## src/rtl/wb_regfile_unit.sv

```systemverilog
// wb_regfile_unit: writeback consumer for the two-bank GPU register file.
// ALU results commit immediately with absolute priority; load results are
// queued in a small FIFO and drain on cycles the ALU leaves the write port idle.
module wb_regfile_unit #(
  parameter int LD_FIFO_DEPTH = 2,
  parameter int REG_COUNT     = 32
) (
  input  logic        core_clock_i,
  input  logic        core_reset_n_i,
  input  logic        wb_valid_i,
  input  logic        wb_reg_wen_i,
  input  logic [31:0] wb_result_i,
  input  logic [4:0]  wb_dest_i,
  input  logic        wb_bank_i,
  input  logic        wb_branch_exec_i,
  input  logic        wb_branch_taken_i,
  input  logic        ld_valid_i,
  output logic        ld_ready_o,
  input  logic [31:0] ld_data_i,
  input  logic [4:0]  ld_dest_i,
  input  logic        ld_bank_i,
  output logic        ld_busy_o,
  input  logic [4:0]  rd_a_addr_i,
  input  logic [4:0]  rd_b_addr_i,
  output logic [31:0] rd_a_data_o,
  output logic [31:0] rd_b_data_o,
  output logic        br_valid_o,
  output logic        br_taken_o,
  output logic [31:0] retire_count_o
);

  localparam int PTR_W = (LD_FIFO_DEPTH > 1) ? $clog2(LD_FIFO_DEPTH) : 1;
  localparam int CNT_W = PTR_W + 1;

  // Register banks (no reset so they map onto RAM)
  logic [31:0] bank0_q [REG_COUNT];
  logic [31:0] bank1_q [REG_COUNT];

  // Load FIFO storage and control
  logic [31:0]      fifo_data_q [LD_FIFO_DEPTH];
  logic [4:0]       fifo_dest_q [LD_FIFO_DEPTH];
  logic             fifo_bank_q [LD_FIFO_DEPTH];
  logic [PTR_W-1:0] wr_ptr_q, wr_ptr_d;
  logic [PTR_W-1:0] rd_ptr_q, rd_ptr_d;
  logic [CNT_W-1:0] count_q, count_d;

  logic             busy_q;
  logic [31:0]      rd_a_data_q, rd_a_data_d;
  logic [31:0]      rd_b_data_q, rd_b_data_d;
  logic             br_valid_q, br_taken_q;
  logic [31:0]      retire_count_q, retire_count_d;

  logic             alu_we, push, pop;
  logic             commit_we, commit_bank;
  logic [4:0]       commit_dest;
  logic [31:0]      commit_data;

  assign ld_ready_o     = (count_q < CNT_W'(LD_FIFO_DEPTH));
  assign ld_busy_o      = busy_q;
  assign rd_a_data_o    = rd_a_data_q;
  assign rd_b_data_o    = rd_b_data_q;
  assign br_valid_o     = br_valid_q;
  assign br_taken_o     = br_taken_q;
  assign retire_count_o = retire_count_q;

  // Arbitrate the single write port, advance FIFO pointers and form read data
  always_comb begin
    alu_we         = wb_valid_i & wb_reg_wen_i & (wb_dest_i != 5'd0);
    push           = ld_valid_i & ld_ready_o;
    pop            = (count_q != '0) & ~alu_we;
    commit_we      = 1'b0;
    commit_bank    = 1'b0;
    commit_dest    = 5'd0;
    commit_data    = 32'd0;
    wr_ptr_d       = wr_ptr_q;
    rd_ptr_d       = rd_ptr_q;
    count_d        = count_q;
    rd_a_data_d    = 32'd0;
    rd_b_data_d    = 32'd0;
    retire_count_d = retire_count_q + 32'(wb_valid_i) + 32'(pop);

    if (alu_we) begin
      commit_we   = 1'b1;
      commit_bank = wb_bank_i;
      commit_dest = wb_dest_i;
      commit_data = wb_result_i;
    end else if (pop) begin
      commit_we   = (fifo_dest_q[rd_ptr_q] != 5'd0);
      commit_bank = fifo_bank_q[rd_ptr_q];
      commit_dest = fifo_dest_q[rd_ptr_q];
      commit_data = fifo_data_q[rd_ptr_q];
    end
    commit_we = commit_we & core_reset_n_i;

    if (push) wr_ptr_d = wr_ptr_q + PTR_W'(1);
    if (pop)  rd_ptr_d = rd_ptr_q + PTR_W'(1);
    if (push && !pop)      count_d = count_q + CNT_W'(1);
    else if (!push && pop) count_d = count_q - CNT_W'(1);

    if (rd_a_addr_i != 5'd0) begin
      if (commit_we && !commit_bank && commit_dest == rd_a_addr_i)
        rd_a_data_d = commit_data;
      else
        rd_a_data_d = bank0_q[rd_a_addr_i];
    end
    if (rd_b_addr_i != 5'd0) begin
      if (commit_we && commit_bank && commit_dest == rd_b_addr_i)
        rd_b_data_d = commit_data;
      else
        rd_b_data_d = bank1_q[rd_b_addr_i];
    end
  end

  // Commit the winning write into the addressed bank
  always_ff @(posedge core_clock_i) begin
    if (commit_we && !commit_bank) bank0_q[commit_dest] <= commit_data;
    if (commit_we && commit_bank)  bank1_q[commit_dest] <= commit_data;
  end

  // Capture pushed load results into the FIFO slot at the write pointer
  always_ff @(posedge core_clock_i) begin
    if (push) begin
      fifo_data_q[wr_ptr_q] <= ld_data_i;
      fifo_dest_q[wr_ptr_q] <= ld_dest_i;
      fifo_bank_q[wr_ptr_q] <= ld_bank_i;
    end
  end

  // Control state, read ports, branch outcome and retire counter
  always_ff @(posedge core_clock_i) begin
    if (!core_reset_n_i) begin
      wr_ptr_q       <= '0;
      rd_ptr_q       <= '0;
      count_q        <= '0;
      busy_q         <= 1'b0;
      rd_a_data_q    <= 32'd0;
      rd_b_data_q    <= 32'd0;
      br_valid_q     <= 1'b0;
      br_taken_q     <= 1'b0;
      retire_count_q <= 32'd0;
    end else begin
      wr_ptr_q       <= wr_ptr_d;
      rd_ptr_q       <= rd_ptr_d;
      count_q        <= count_d;
      busy_q         <= (count_d != '0);
      rd_a_data_q    <= rd_a_data_d;
      rd_b_data_q    <= rd_b_data_d;
      br_valid_q     <= wb_valid_i & wb_branch_exec_i;
      br_taken_q     <= wb_valid_i & wb_branch_exec_i & wb_branch_taken_i;
      retire_count_q <= retire_count_d;
    end
  end

endmodule

```

## config.mk

```make
export PLATFORM = sky130hd
export DESIGN_NAME = wb_regfile_unit
export DESIGN_NICKNAME = d
export VERILOG_FILES = /design/src/rtl/wb_regfile_unit.sv
export SDC_FILE = /design/constraint.sdc
export NUM_CORES = 2
export LEC_CHECK = 0
export BUFFER_PORTS_ARGS = -buffer_cell sky130_fd_sc_hd__buf_2
export CAP_MARGIN = 5
export CORE_UTILIZATION = 29
export CTS_CLUSTER_DIAMETER = 120
export DETAILED_ROUTE_END_ITERATION = 12
export GPL_TIMING_DRIVEN = 1
export PLACE_DENSITY_LB_ADDON = 0.12
export RECOVER_POWER = 50
export SYNTH_ARGS = -nofsm -noshare
export SYNTH_HDL_FRONTEND = slang
export SYNTH_SLANG_ARGS = --single-unit
```

## constraint.sdc

```tcl
create_clock -name core_clock_i -period 8.8 [get_ports core_clock_i]
set_clock_uncertainty 0.2 [all_clocks]
set_input_delay 1.76 -clock core_clock_i [delete_from_list [all_inputs] [get_ports core_clock_i]]
set_output_delay 1.76 -clock core_clock_i [all_outputs]
set_load 0.02 [all_outputs]
```

# After elaboration in Yosys (flattened, before gate mapping)
# Memories as Yosys holds them, arrays and structs flattened. A register that Yosys moved wholly into a read port is not among the register bits.
# Cells that the tools add are included.
# totals
elab_cells	66
romBits	0
latch_bits	0
input_bits	93
ram_bits	2124
out_inout_bits	100
regBits	39
mem_count	5
# memory_table
memory	words	width	rd	rd_ports_with_merged_regs	wr	line_no	source
bank0_q	32	32	1	1	1	36	logic [31:0] bank0_q [REG_COUNT];
bank1_q	32	32	1	1	1	37	logic [31:0] bank1_q [REG_COUNT];
fifo_data_q	2	32	1	1	1	40	logic [31:0] fifo_data_q [LD_FIFO_DEPTH];
fifo_dest_q	2	5	1	1	1	41	logic [4:0] fifo_dest_q [LD_FIFO_DEPTH];
fifo_bank_q	2	1	1	1	1	42	logic fifo_bank_q [LD_FIFO_DEPTH];
# classes
bitwise_logic	8
n_shift	0
order_cmp	1
div	0
n_reduce_logical	17
muxes	22
n_mul	0
addsub	6
eq_ne	0
# op_table
cell	n
adder 32 x 1 -> 32 bit	2
2-to-1 mux 32 bit	2
nonzero test 5 bit	4
2-to-1 mux 1 bit	16
2-to-1 mux 5 bit	2
bitwise AND 1 bit	7
logical NOT 1 bit	5
logical AND 1 bit	4
2-to-1 mux 2 bit	2
AND reduction 2 bit	2
nonzero test 2 bit	2
adder 1 bit, second input constant	2
adder 2 x 1 -> 2 bit, second input constant	1
< comparator 2 bit, second input constant	1
subtractor 2 x 1 -> 2 bit, second input constant	1
inverter 1 bit	1

# Longest topological paths before layout
# depth
ltp_word	10
depth_mapped	17
mapped_depth_nobuf	15

# Worst setup path before layout
# No wires, ideal clock.
# synth_path
path_kind	input-to-reg
from	in wb_dest_i[4]
to	mem bank0_q[9][0] (enable)
path_buffers	2
path_stages	7
setup_ns	0.421
slack_ns	3.599
t_arrival_ns	4.580
required_time_ns	8.179
path_cell_list	buf_6 -> or4_4 -> nand3_1 -> and2_1 -> clkbuf_1 -> nand3_1 -> nor2_1
# synth_via
elab_chain_len	10
elab_cells_between_ends	15
classes_between	mux (8); bitwise (4); reduce/logical (3)
# synth_lines
item	line_no	source
start: declaration	13	input logic [4:0] wb_dest_i,
nonzero test 5 bit	68	alu_we = wb_valid_i & wb_reg_wen_i & (wb_dest_i != 5'd0);
bitwise AND 1 bit	68	
inverter 1 bit	70	pop = (count_q != '0) & ~alu_we;
bitwise AND 1 bit	70	
2-to-1 mux 1 bit	87	end else if (pop) begin
2-to-1 mux 1 bit	82	if (alu_we) begin
bitwise AND 1 bit / logical NOT 1 bit (equally long branches)	93, 116	
logical AND 1 bit	116	if (commit_we && !commit_bank) bank0_q[commit_dest] <= commit_data;
2-to-1 mux 1 bit	116	
2-to-1 mux 1 bit (implied by the code)	116	
end: declaration	36	
# Parallel ways exist; a longest one is shown, timed or not.

# Worst setup path in the final report
# layout_path
from	in wb_dest_i[4]
to	mem bank0_q[15][14] (data pin)
# layout_via
elab_chain_len	6
# layout_lines
item	line_no	source
nonzero test 5 bit (*)	68	
bitwise AND 1 bit (*)	68	
inverter 1 bit	70	
bitwise AND 1 bit	70	
2-to-1 mux 32 bit	87	
2-to-1 mux 32 bit (*)	82	
via commit_data[14]	56	logic [31:0] commit_data;
# Mark *: on every way through the listed nets, which the timed path passes. The rest lies on a longest branch.

==> flow_summary_export.csv <==
group,metric,value,unit
run_status,status,"complete, but fails checks",
run_status,violations,"max-capacitance violations, max-slew violations",
synthesis,synth-seq-cells,2228,
cts,path_clk_slew,0.06,ns
floorplan,die_h,548,µm
worst_setup_path,startpoint_type,"input port",
worst_setup_path,crit_type,"input port to flop",
sta,setup_viol,0,
floorplan,start_util,29.2,%
cts,cts.repair.resized,0,
synthesis,syn_area,86500,µm²
worst_setup_path,worstSetupEndpoint,"bank0_q[15][14]",
finish,regArea,65900,µm²
global_routing,grt-ovfl-total,0,
sta,worst_hold_slack,0.279,ns
detailed_routing,drt-initial-drc-count,4486,
finish,syn2layout_area_growth,16.3,%
worst_setup_path,rr_worst_depth,7,
global_routing,grt_pass1_vias,45200,
placed_design,place_area,93500,µm²
global_routing,antenna_found_initial,28,
cts,ctsHtreeMaxLevel,4,
floorplan,io_pins,193,
finish,fin_nets,5051,
floorplan,num_rows,200,
synthesis,syn_area_per_cell,19.0,µm²
worst_setup_path,crit_required,9.14,ns
sta,period_share,79.6,%
synthesis,synthCells,4553,
synthesis,synth_edf_count,2124,
cts,cts_tree,"done",
floorplan,die_area,301000,µm²
finish,final_core_util,33.9,%
sta,fin_setup_tns,0,ns
cts,insertion_delay,0.91,ns
worst_setup_path,worst-endpoint-arrival,7.34,ns
sta,fmax,143,MHz
sta,drv_slew,1114,
synthesis,ys_seq_area_share,76.1,%
detailed_routing,vias,45900,
placed_design,portBuffers,192,
power_and_ir_drop,p_leak,32.4,nW
detailed_routing,wl_per_cell,31.4,µm
worst_setup_path,worst_setup_path_startpoint,"wb_dest_i[4]",
global_routing,grt_start_max_net_pins,87,
global_routing,grt_util_all_layers,18.6,%
detailed_routing,drc,0,
cts,root_buffer,"clkbuf_16",
hold_path,hold_path.class,"flop to flop",
detailed_routing,detail_route.vias_per_cell,5.05,
synthesis,yosys_warnings,0,
finish,multi_input_area,20000,µm²
placed_design,hpwl,177000,µm
synthesis,yosysUniqueCellTypes,76,
cts,cts_setup_buffers,0,
worst_setup_path,setup.worst_path.end_class,"flop",
detailed_routing,dr.pass1.iters,5,
global_routing,grt_pass1_wl,389000,µm
placed_design,gp_congestion,0.839,
synthesis,ys.flop_type,"edfxtp_1",
cts,cts_made_buffers,241,
detailed_routing,routed_wl,286000,µm
detailed_routing,ant_nets,0,
worst_setup_path,critPathMaxFanout,65,
power_and_ir_drop,worst_ir_drop_vdd,0.168,mV
finish,layout-drive-gt1-share,18.6,%
power_and_ir_drop,powerDensity,264,nW/µm²
sta,rsz0062_at_grt,"false",
cts,cts_hold_buffers,0,
floorplan,die_w,548,µm
cts,cts_max_path_buffers,4,
worst_setup_path,worst_r2r_endpoint,"bank0_q[15][14]",
worst_setup_path,rrSetupSlack,2.85,ns
sta,worst_pin_slew,3.95,ns
sta,finalHoldViolCount,0,
job,drv_cap,31,
cts,clkSinkCount,2228,
finish,design_area,101000,µm²
finish,nFillCells,28500,
sta,period_needed,7.01,ns
floorplan,core,297000,µm²
sta,relSlewSlack,-163,%
synthesis,async_reset_ff_share,0,%
## power by group
group / switching (mW) / internal (mW) / total [mW] / leakage (nW)
Combinational: 3.06 / 0.651 / 3.72 / 8.49
Clock: 4.18 / 5.62 / 9.80 / 3.63
Sequential: 0.132 / 13.0 / 13.1 / 20.3
Total: 7.37 / 19.2 / 26.6 / 32.4
## cell families after synthesis
kind of cell             synth area share [%]
AO/OA/AOI/OAI                            5.95
XOR/XNOR                                0.312
adder cells (fa/ha/maj)                0.0434
buffers and inverters                    1.74
flip-flops                               76.1
multiplexers                             13.2
other                                 0.00433
AND/OR/NAND/NOR                          2.67
## cell type report
cell class,instances,share of cell area (%)
Sequential cell,2228,65.4
Multi-Input combinational cell,2063,19.9
Antenna cell,19,0.0472
Clock buffer,326,6.48
Timing Repair Buffer,382,2.17
Tap cell,3939,4.90
Inverter,39,0.170
Clock inverter,110,0.942
## synth_stat cells, types with 7 or more instances
library cell  count  area share (%)
a22oi_1         267             2.3
dfxtp_1         104             2.4
o22ai_1          45            0.33
and3_1           13           0.094
buf_2           103            0.60
buf_4            10           0.087
xor2_1           16            0.16
o21ai_0          58            0.34
edfxtp_1       2124              74
a31oi_1          79            0.57
nand2_1          43            0.19
nand3_1         107            0.62
nor3_1           40            0.23
nor2b_1           7           0.051
a21oi_1          41            0.24
o32ai_1           8           0.081
a221oi_1         32            0.32
mux2i_1         597             6.9
clkbuf_1        147            0.64
xnor2_1          13            0.13
a22o_1           14            0.14
mux4_2          239             6.2
buf_1            17           0.074
o211ai_1         40            0.35
inv_1            37            0.16
nor2_1          110            0.48
a211oi_2         61            0.88
nand4_1          52            0.38
nor4_1           11           0.080
and2_1           11           0.080
o2111ai_1         8           0.081
nand2b_1         15            0.11
## through the flow
step | power, mW | cells | worst slack (ns)
after floorplan | 14.9 | 4616 | 3.60
after global placement | 17.1 | 8651 | 2.64
after detailed placement | 17.1 | 8651 | 2.55
after CTS | 27.0 | 9087 | 3.53
after global routing | 27.4 | 9091 | 1.70
final | 26.6 | 9106 | 1.79
## sequential cells by signal, summed over array words and instances (netlist names), named ones only
register / count
br_valid_o: 1
fifo_bank_q: 2
rd_b_data_o: 32
fifo_dest_q: 10
br_taken_o: 1
wr_ptr_q: 1
rd_a_data_o: 32
bank0_q: 1024
retire_count_o: 32
fifo_data_q: 64
rd_ptr_q: 1
ld_busy_o: 1
count_q: 2
bank1_q: 1024
## layout by cell type (no fill, tap or decap), types with 41 or more instances in the layout
cell type  count
clkinv_1      46
conb_1        64
o21ai_0       58
nand2_1       43
o22ai_1       45
nor2_4        65
clkbuf_1     243
a211oi_2      60
nor3_1        41
mux2i_1      597
clkbuf_16    244
buf_2         56
buf_4        143
edfxtp_1    2124
nand3_1      107
a31oi_1       79
nor2_1        44
a22oi_1      267
nand4_1       52
mux4_2       239
dfxtp_1      103
## worst max-delay path: stages
cell and delay (ns):
clkbuf_1 0.21, nor4_1 0.80, a21oi_4 0.12, buf_4 0.38
a21oi_1 0.26, clkbuf_1 1.05, clkinvlp_2 1.85, buf_4 0.77
## how the worst min path moves through the flow
stage          depth (start not counted)            endpoint               start
2_1_floorplan                          2                flop            rd_ptr_q
3_3_place_gp                           2  retire_count_o[31]  retire_count_o[31]
3_5_place_dp                           2  retire_count_o[31]  retire_count_o[31]
4_1_cts                                2  retire_count_o[31]  retire_count_o[31]
5_1_grt                                2  retire_count_o[31]  retire_count_o[31]
6_report                               2  retire_count_o[31]  retire_count_o[31]
## layer usage
layer  track usage [%]  share of wire [%]
met5                 0              0.021
met3              2.71                5.5
met2              28.5                 45
met1              27.6                 47
met4              4.81                2.6
Power figures use the tool's default switching activity.
